[src/rtl/vn_packer.sv]
// Von Neumann debiaser with MSB-first word packing and a single-entry output slot.
// Equal pairs and words lost to backpressure are counted for entropy health monitoring.
//
// state     | meaning
// PH_FIRST  | waiting for the first bit of a pair (always here in bypass mode)
// PH_SECOND | first bit stored in first_q, next enabled sample closes the pair
module vn_packer #(
   parameter int WORD_W = 8,
   parameter int CNT_W  = 16
) (
   input  logic              clk,
   input  logic              rst,
   input  logic              enable,
   input  logic              bit_in,
   input  logic              mode,
   input  logic              word_ready,
   input  logic              clr_stats,
   output logic [WORD_W-1:0] word_out,
   output logic              word_valid,
   output logic              overflow,
   output logic [CNT_W-1:0]  discard_cnt,
   output logic [CNT_W-1:0]  drop_cnt
);

   localparam int BC_W = $clog2(WORD_W + 1);
   localparam logic [BC_W-1:0] LAST_BIT = BC_W'(WORD_W - 1);
   localparam logic [CNT_W-1:0] CNT_MAX = '1;

   typedef enum logic {
      PH_FIRST  = 1'b0,
      PH_SECOND = 1'b1
   } phase_t;

   phase_t            phase_q, phase_d;
   logic              mode_q;
   logic              first_q, first_d;
   logic [WORD_W-1:0] acc_q, acc_d;
   logic [BC_W-1:0]   bcnt_q, bcnt_d;
   logic [WORD_W-1:0] word_q, word_d;
   logic              valid_q, valid_d;
   logic              ovf_q, ovf_d;
   logic [CNT_W-1:0]  disc_q, disc_d;
   logic [CNT_W-1:0]  drop_q, drop_d;

   logic              mode_chg;
   logic              sample;
   logic              ext_vld;
   logic              ext_bit;
   logic              equal_pair;
   logic              word_done;
   logic              word_drop;
   logic [WORD_W-1:0] completed;

   assign mode_chg = (mode != mode_q);
   assign sample   = enable && !mode_chg;

   // Bit extraction: bypass passes every sample, otherwise only unequal pairs yield a bit.
   always_comb begin
      ext_vld    = 1'b0;
      ext_bit    = 1'b0;
      equal_pair = 1'b0;
      phase_d    = phase_q;
      first_d    = first_q;
      if (mode_chg) begin
         phase_d = PH_FIRST;
      end else if (sample) begin
         if (mode) begin
            ext_vld = 1'b1;
            ext_bit = bit_in;
            phase_d = PH_FIRST;
         end else if (phase_q == PH_FIRST) begin
            first_d = bit_in;
            phase_d = PH_SECOND;
         end else begin
            phase_d = PH_FIRST;
            if (first_q != bit_in) begin
               ext_vld = 1'b1;
               ext_bit = first_q;
            end else begin
               equal_pair = 1'b1;
            end
         end
      end
   end

   assign completed = {acc_q[WORD_W-2:0], ext_bit};

   always_comb begin
      acc_d     = acc_q;
      bcnt_d    = bcnt_q;
      word_done = 1'b0;
      if (mode_chg) begin
         acc_d  = '0;
         bcnt_d = '0;
      end else if (ext_vld) begin
         acc_d = completed;
         if (bcnt_q == LAST_BIT) begin
            bcnt_d    = '0;
            word_done = 1'b1;
         end else begin
            bcnt_d = bcnt_q + 1'b1;
         end
      end
   end

   // Output slot: a finished word may replace one being accepted on the same edge.
   always_comb begin
      word_d    = word_q;
      valid_d   = valid_q;
      word_drop = 1'b0;
      if (word_done) begin
         if (!valid_q || word_ready) begin
            word_d  = completed;
            valid_d = 1'b1;
         end else begin
            word_drop = 1'b1;
         end
      end else if (valid_q && word_ready) begin
         valid_d = 1'b0;
      end
   end

   always_comb begin
      disc_d = disc_q;
      drop_d = drop_q;
      ovf_d  = ovf_q;
      if (clr_stats) begin
         disc_d = '0;
         drop_d = '0;
         ovf_d  = 1'b0;
      end else begin
         if (equal_pair && (disc_q != CNT_MAX)) begin
            disc_d = disc_q + 1'b1;
         end
         if (word_drop) begin
            ovf_d = 1'b1;
            if (drop_q != CNT_MAX) begin
               drop_d = drop_q + 1'b1;
            end
         end
      end
   end

   always_ff @(posedge clk or posedge rst) begin
      if (rst) begin
         phase_q <= PH_FIRST;
         mode_q  <= 1'b0;
         first_q <= 1'b0;
         acc_q   <= '0;
         bcnt_q  <= '0;
         word_q  <= '0;
         valid_q <= 1'b0;
         ovf_q   <= 1'b0;
         disc_q  <= '0;
         drop_q  <= '0;
      end else begin
         phase_q <= phase_d;
         mode_q  <= mode;
         first_q <= first_d;
         acc_q   <= acc_d;
         bcnt_q  <= bcnt_d;
         word_q  <= word_d;
         valid_q <= valid_d;
         ovf_q   <= ovf_d;
         disc_q  <= disc_d;
         drop_q  <= drop_d;
      end
   end

   assign word_out    = word_q;
   assign word_valid  = valid_q;
   assign overflow    = ovf_q;
   assign discard_cnt = disc_q;
   assign drop_cnt    = drop_q;

endmodule

[config.mk]
export PLATFORM = sky130hd
export DESIGN_NAME = vn_packer
export DESIGN_NICKNAME = d
export VERILOG_FILES = /design/src/rtl/vn_packer.sv
export SDC_FILE = /design/constraint.sdc
export NUM_CORES = 1
export LEC_CHECK = 0
export CAP_MARGIN = 15
export CORE_MARGIN = 4
export CORE_UTILIZATION = 35
export CTS_CLUSTER_DIAMETER = 150
export DETAILED_ROUTE_END_ITERATION = 7
export PLACE_DENSITY = 0.65
export SLEW_MARGIN = 20
export SYNTH_ARGS = -nofsm -noshare
export SYNTH_HDL_FRONTEND = slang
export SYNTH_SLANG_ARGS = --single-unit
[constraint.sdc]
create_clock -name clk -period 3.9 [get_ports clk]
set_clock_uncertainty 0.1 [all_clocks]
set_input_delay 0.975 -clock clk [delete_from_list [all_inputs] [get_ports clk]]
set_output_delay 0.975 -clock clk [all_outputs]
set_load 0.05 [all_outputs]
==> results of run 1 <==
## how the worst min path moves through the flow
stage	startpoint	endpoint	cells after the start
5_1_grt	word_out[6]	word_out[6]	1
6_report	word_out[0]	word_out[0]	2
3_5_place_dp	word_out[0]	word_out[0]	2
3_3_place_gp	word_out[0]	word_out[0]	2
2_1_floorplan	acc_q[0]	acc_q[1]	2
4_1_cts	word_out[0]	word_out[0]	2
## where the power goes
| part | total (mW) | internal [mW] | switching [mW] |
|---|---|---|---|
| clock network | 0.414 | 0.227 | 0.188 |
| registers | 0.591 | 0.585 | 0.00522 |
| logic | 0.0640 | 0.0233 | 0.0407 |
| total | 1.07 | 0.836 | 0.233 |
## area by class of cell
cell class                      instances  area [µm²]
Fill cell                             818        4530
Clock buffer                            7        96.3
Tap cell                              105         131
Clock inverter                          1        30.0
Inverter                               11        41.3
Sequential cell                        56        1400
Timing Repair Buffer                   57         561
Multi-Input combinational cell        224        1470
## logic make-up (layout without fill, tap and decap cells)
kind of cell / Yosys count / in the layout / share of synthesized area, %
and+or+nand+nor: 138 / 138 / 26.3
AOI/OAI and AO/OA: 64 / 64 / 14.6
DFF: 56 / 56 / 47.1
buffers and inverters: 27 / 76 / 3.78
muxes: 16 / 16 / 6.01
adders and majority gates: 4 / 4 / 1.68
xor gates and xnor gates: 2 / 2 / 0.589
## tightest hold or removal path, cell delays in order (launching register included)
cell     delay, ps
dfrtp_1        350
nand2_1         40
o21ai_0         60
## flip-flops by register name, summed over array words and instances, names as in the netlist
register,cells
mode_q,1
phase_q,1
word_valid,1
first_q,1
overflow,1
discard_cnt,16
bcnt_q,4
word_out,8
acc_q,7
drop_cnt,16
## metal layers
metal	global-route usage, %	wire length, µm
met4	3.42	55
met2	22.0	3180
met3	3.41	404
met1	19.8	3160
met5	0	0
## through the flow
| stage | hold WS [ps] | utilization (%) | cells | power [mW] |
|---|---|---|---|---|
| global route | 443 | 45.2 | 461 | 1.12 |
| floorplan | 357 | - | 307 | 0.641 |
| global placement | 369 | 43.5 | 453 | 0.666 |
| CTS | 403 | 45.1 | 461 | 1.08 |
| finish | 391 | 45.2 | 461 | 1.07 |
| detailed placement | 379 | 43.5 | 453 | 0.667 |
## cell usage in the layout, fill, tap and decap left out, types with 3 or more instances in the layout
master | Yosys | layout
clkbuf_8 | 0 | 7
o31ai_1 | 14 | 14
nor2_1 | 12 | 12
a211oi_1 | 4 | 4
buf_4 | 0 | 8
inv_1 | 11 | 10
ha_1 | 4 | 4
a21oi_1 | 20 | 20
clkdlybuf4s50_1 | 0 | 48
or3_1 | 4 | 4
nand2_1 | 34 | 34
and2_1 | 5 | 5
mux2_2 | 15 | 15
nand3_1 | 22 | 22
o21ai_0 | 10 | 10
or4_1 | 16 | 16
and4_1 | 4 | 4
nor2b_1 | 9 | 9
nor3_1 | 3 | 3
nand4_1 | 13 | 13
dfrtp_1 | 56 | 56
nor4_1 | 7 | 6
==> flow_metrics.py, run 1 <==
metrics = {
    "drt": {
        "drtPass1Iterations": 4,
        "via_per_inst": 5.60,
        "totalWireLength_um": 6800,
        "vias": 2581,
        "drc": 0,
        "drt_iter0_markers": 92,
        "route.antenna.remaining_nets": 0,
        "wire_per_inst_um": 14.7,
    },
    "grt": {
        "grt_max_degree": 57,
        "grt_pass1_wl_um": 11700,
        "grt_pass1_vias": 2453,
        "grt_overflow": 0,
        "grt_usage_pct": 14.1,
        "antenna_found_initial": 0,
    },
    "synth": {
        "synthCells": 307,
        "ys_seq_area_share_pct": 47.1,
        "synth_top_area_share_pct": 47.1,
        "synth_top_cells_by_area": "dfrtp_1, mux2_2, nand2_1, or4_1, nand3_1",
        "yosysTopAreaCell": "dfrtp_1",
        "synth.distinct_cells": 47,
        "synth_edf_count": 0,
        "syn_nets": 318,
        "synth_area_um2": 2980,
        "ys_async_sr_fraction_pct": 100,
        "ys_top_cells_by_count": "dfrtp_1, nand2_1, nand3_1, a21oi_1, or4_1",
        "yosysMostFrequentCell": "dfrtp_1",
        "syn_avg_cell_area_um2": 9.69,
        "yosysWarningCount": 0,
        "yosys_register_bits": 56,
        "ys.flop_type": "dfrtp_1",
    },
    "setup_path": {
        "max_stage_delay_ps": 510,
        "critPathCaptureType": "flop",
        "crit_path_max_fanout": 17,
        "critical_path_required_ps": 4040,
        "reg2reg_from": "first_q",
        "crit_end": "drop_cnt[8]",
        "worstReg2RegEnd": "drop_cnt[8]",
        "worstPathArrival_ps": 3290,
        "startpoint": "bit_in",
        "cpMaxStageDelayCell": "or4_1",
        "rrSetupSlack_ps": 1590,
        "path_cells": "clkdlybuf4s50_1 > inv_1 > ha_1 > nor4b_4 > o211ai_2 > buf_4 > or4_1 > a21oi_1",
        "crit_buf_inv": 3,
        "reg2reg_depth": 6,
        "cp-start-kind": "input pin",
        "crit_type": "input pin to flop",
        "critPathTopFamily": "buffers and inverters",
        "crit_cells": 8,
    },
    "cts": {
        "hold_buffers": 0,
        "clk-insertion-delay-late_ps": 310,
        "clockBufferDepth": 2,
        "cts.sinks": 56,
        "ctsResizeCount": 0,
        "htreeDepth": 2,
        "post-cts-setup-buffers": 0,
        "cts_tree": "done",
        "root_buffer": "clkbuf_8",
        "clk_pin_slew_worst_paths_ps": 110,
        "cts-buffers-inserted": 5,
    },
    "job": {
        "max_cap_viol_count": 0,
    },
    "placement": {
        "port_buffers": 48,
        "place.gp.congestion": 0.815,
        "dpl_cell_area_um2": 3600,
        "dpl.hpwl_um": 4810,
        "place_ws_ps": 425,
    },
    "sta": {
        "tightestPinTransition_ps": 951,
        "hold_viol_final": 0,
        "final.setup.tns_ps": 0,
        "timing.final.crit_share_pct": 80.8,
        "drv_slew": 0,
        "finalSetupViolations": 0,
        "setup_ws_ps": 750,
        "finalCriticalPeriod_ps": 3150,
        "relSlewSlack_pct": 36.4,
        "rsz0062_at_grt": "false",
        "fmax_mhz": 317,
    },
    "die": {
        "fp.dieW_um": 100,
        "die_h_um": 100,
        "core_area_um2": 8260,
        "die_area_um2": 10000,
        "initial_core_util_pct": 36.0,
        "row_count": 33,
        "io_pins": 49,
    },
    "power_and_ir_drop": {
        "leakagePower_nw": 1.50,
        "max-vdd-ir-drop_mv": 0.185,
        "cellPowerDensity_nw_per_um2": 287,
    },
    "final_layout": {
        "drive_above_1_share_pct": 11.2,
        "antennaDiodeCount": 0,
        "final_area_um2": 3730,
        "nets": 366,
        "syn2layout_area_growth_pct": 25.3,
    },
    "run_status": {
        "status": "finished, final reports clean",
    },
    "worst_hold_path": {
        "hold_class": "flop to flop",
    },
}
Note: power is estimated with default switching activity, not from simulation.
==> run 2: changes to the inputs <==
Clock period 3.9 ns to 3.3 ns, I/O delays scaled along.
==> flow_metrics.py, run 2 (synthesized netlist as in run 1, its figures left out) <==
metrics = {
    "die": {
        "die_area_um2": 10000,
        "die_h_um": 100,
        "io_pins": 49,
        "fp.dieW_um": 100,
        "initial_core_util_pct": 36.0,
        "core_area_um2": 8260,
        "row_count": 33,
    },
    "cts": {
        "post-cts-setup-buffers": 0,
        "cts-buffers-inserted": 5,
        "clk-insertion-delay-late_ps": 320,
        "cts.sinks": 56,
        "cts_tree": "done",
        "htreeDepth": 2,
        "hold_buffers": 0,
        "ctsResizeCount": 0,
        "root_buffer": "clkbuf_8",
        "clk_pin_slew_worst_paths_ps": 110,
        "clockBufferDepth": 2,
    },
    "setup_path": {
        "crit_path_max_fanout": 25,
        "path_cells": "clkdlybuf4s50_1 > inv_1 > ha_1 > nor4b_4 > o211ai_2 > buf_12 > nor4_1 > mux2_2",
        "critPathTopFamily": "buffers and inverters",
        "rrSetupSlack_ps": 1050,
        "cpMaxStageDelayCell": "clkdlybuf4s50_1",
        "crit_buf_inv": 3,
        "cp-start-kind": "input pin",
        "critPathCaptureType": "flop",
        "crit_type": "input pin to flop",
        "max_stage_delay_ps": 510,
        "worstPathArrival_ps": 3070,
        "critical_path_required_ps": 3410,
    },
    "drt": {
        "drc": 0,
        "totalWireLength_um": 6920,
        "vias": 2542,
        "route.antenna.remaining_nets": 0,
        "drtPass1Iterations": 4,
        "drt_iter0_markers": 102,
        "wire_per_inst_um": 15.0,
        "via_per_inst": 5.50,
    },
    "final_layout": {
        "multiInputGateArea_um2": 1460,
        "antennaDiodeCount": 0,
        "drive_above_1_share_pct": 11.2,
        "regArea_um2": 1400,
        "final_area_um2": 3730,
        "final_cell_mix": "dfrtp_1, clkdlybuf4s50_1, nand2_1",
        "layout_commonest_cell": "dfrtp_1",
        "nets": 367,
        "syn2layout_area_growth_pct": 25.4,
        "fillerInstances": 815,
    },
    "grt": {
        "grt_pass1_vias": 2515,
        "grt_overflow": 0,
        "grt_max_degree": 57,
        "grt_usage_pct": 14.1,
        "grt_pass1_wl_um": 11800,
        "antenna_found_initial": 0,
    },
    "placement": {
        "port_buffers": 48,
        "place.gp.congestion": 0.777,
        "dpl.hpwl_um": 4700,
        "dpl_cell_area_um2": 3600,
    },
    "power_and_ir_drop": {
        "max-vdd-ir-drop_mv": 0.240,
        "leakagePower_nw": 1.51,
        "cellPowerDensity_nw_per_um2": 341,
    },
    "sta": {
        "timing.final.crit_share_pct": 89.7,
        "drv_slew": 0,
        "finalSetupViolations": 0,
        "hold_viol_final": 0,
        "rsz0062_at_grt": "false",
        "final.setup.tns_ps": 0,
        "finalCriticalPeriod_ps": 2960,
        "tightestPinTransition_ps": 748,
        "fmax_mhz": 338,
        "relSlewSlack_pct": 49.8,
    },
    "run_status": {
        "status": "finished, final reports clean",
    },
    "job": {
        "max_cap_viol_count": 0,
    },
    "worst_hold_path": {
        "hold_class": "flop to flop",
    },
}
## run 2: changes by cell type in the layout (fill, tap and decap cells not counted)
| cell | delta |
|---|---|
| nor4_2 | -1 |
| nor4_1 | +1 |
| buf_4 | +1 |
## run 2: layout make-up
type | count | share of cell area, %
clock buffer | 7 | 2.58
clock inverter | 1 | 0.805
inverter | 11 | 1.11
multi-input combinational | 224 | 39.2
sequential | 56 | 37.6
tap | 105 | 3.52
timing repair buffer | 58 | 15.2
## run 2: per-layer routing
| layer | routed length [µm] | global-route usage, % | vias to the layer above |
|---|---|---|---|
| met5 | 0 | 0 | - |
| met2 | 3190 | 22.7 | 41 |
| met4 | 95 | 4.66 | 0 |
| met1 | 3350 | 19.0 | 1247 |
| li1 | - | - | 1246 |
| met3 | 279 | 2.78 | 8 |
## run 2: path summary, 6_finish.rpt
check / start / depth (start not counted) / end
max: bit_in / 8 / drop_cnt[15]
min: word_out[0] / 2 / word_out[0]
min in group asynchronous: rst / 3 / drop_cnt[4]
max reg2reg: first_q / 6 / drop_cnt[15]
max in group asynchronous: rst / 3 / word_out[5]
min reg2reg: word_out[0] / 2 / word_out[0]
## run 2: power breakdown
group	internal, mW	leakage (nW)	total [mW]	switching, mW
sequential	0.692	0.777	0.698	0.00589
combinational	0.0248	0.671	0.0729	0.0481
clock	0.268	0.0645	0.502	0.234
## run 2: stage by stage
step / power, mW / cells / worst slack, ps / util (%) / hold WS, ps
6_report: 1.27 / 462 / 340 / 45.2 / 393
5_1_grt: 1.32 / 462 / 167 / 45.2 / 442
3_5_place_dp: 0.785 / 454 / 34.1 / 43.6 / 375
4_1_cts: 1.29 / 462 / 384 / 45.2 / 398
2_1_floorplan: 0.757 / 307 / 569 / - / 357
3_3_place_gp: 0.783 / 454 / 84.0 / 43.6 / 369
## run 2: worst min-delay path: stages, from the launching register on
cell	delay (ps)
dfrtp_1	360
nand2_1	40
o21ai_0	60
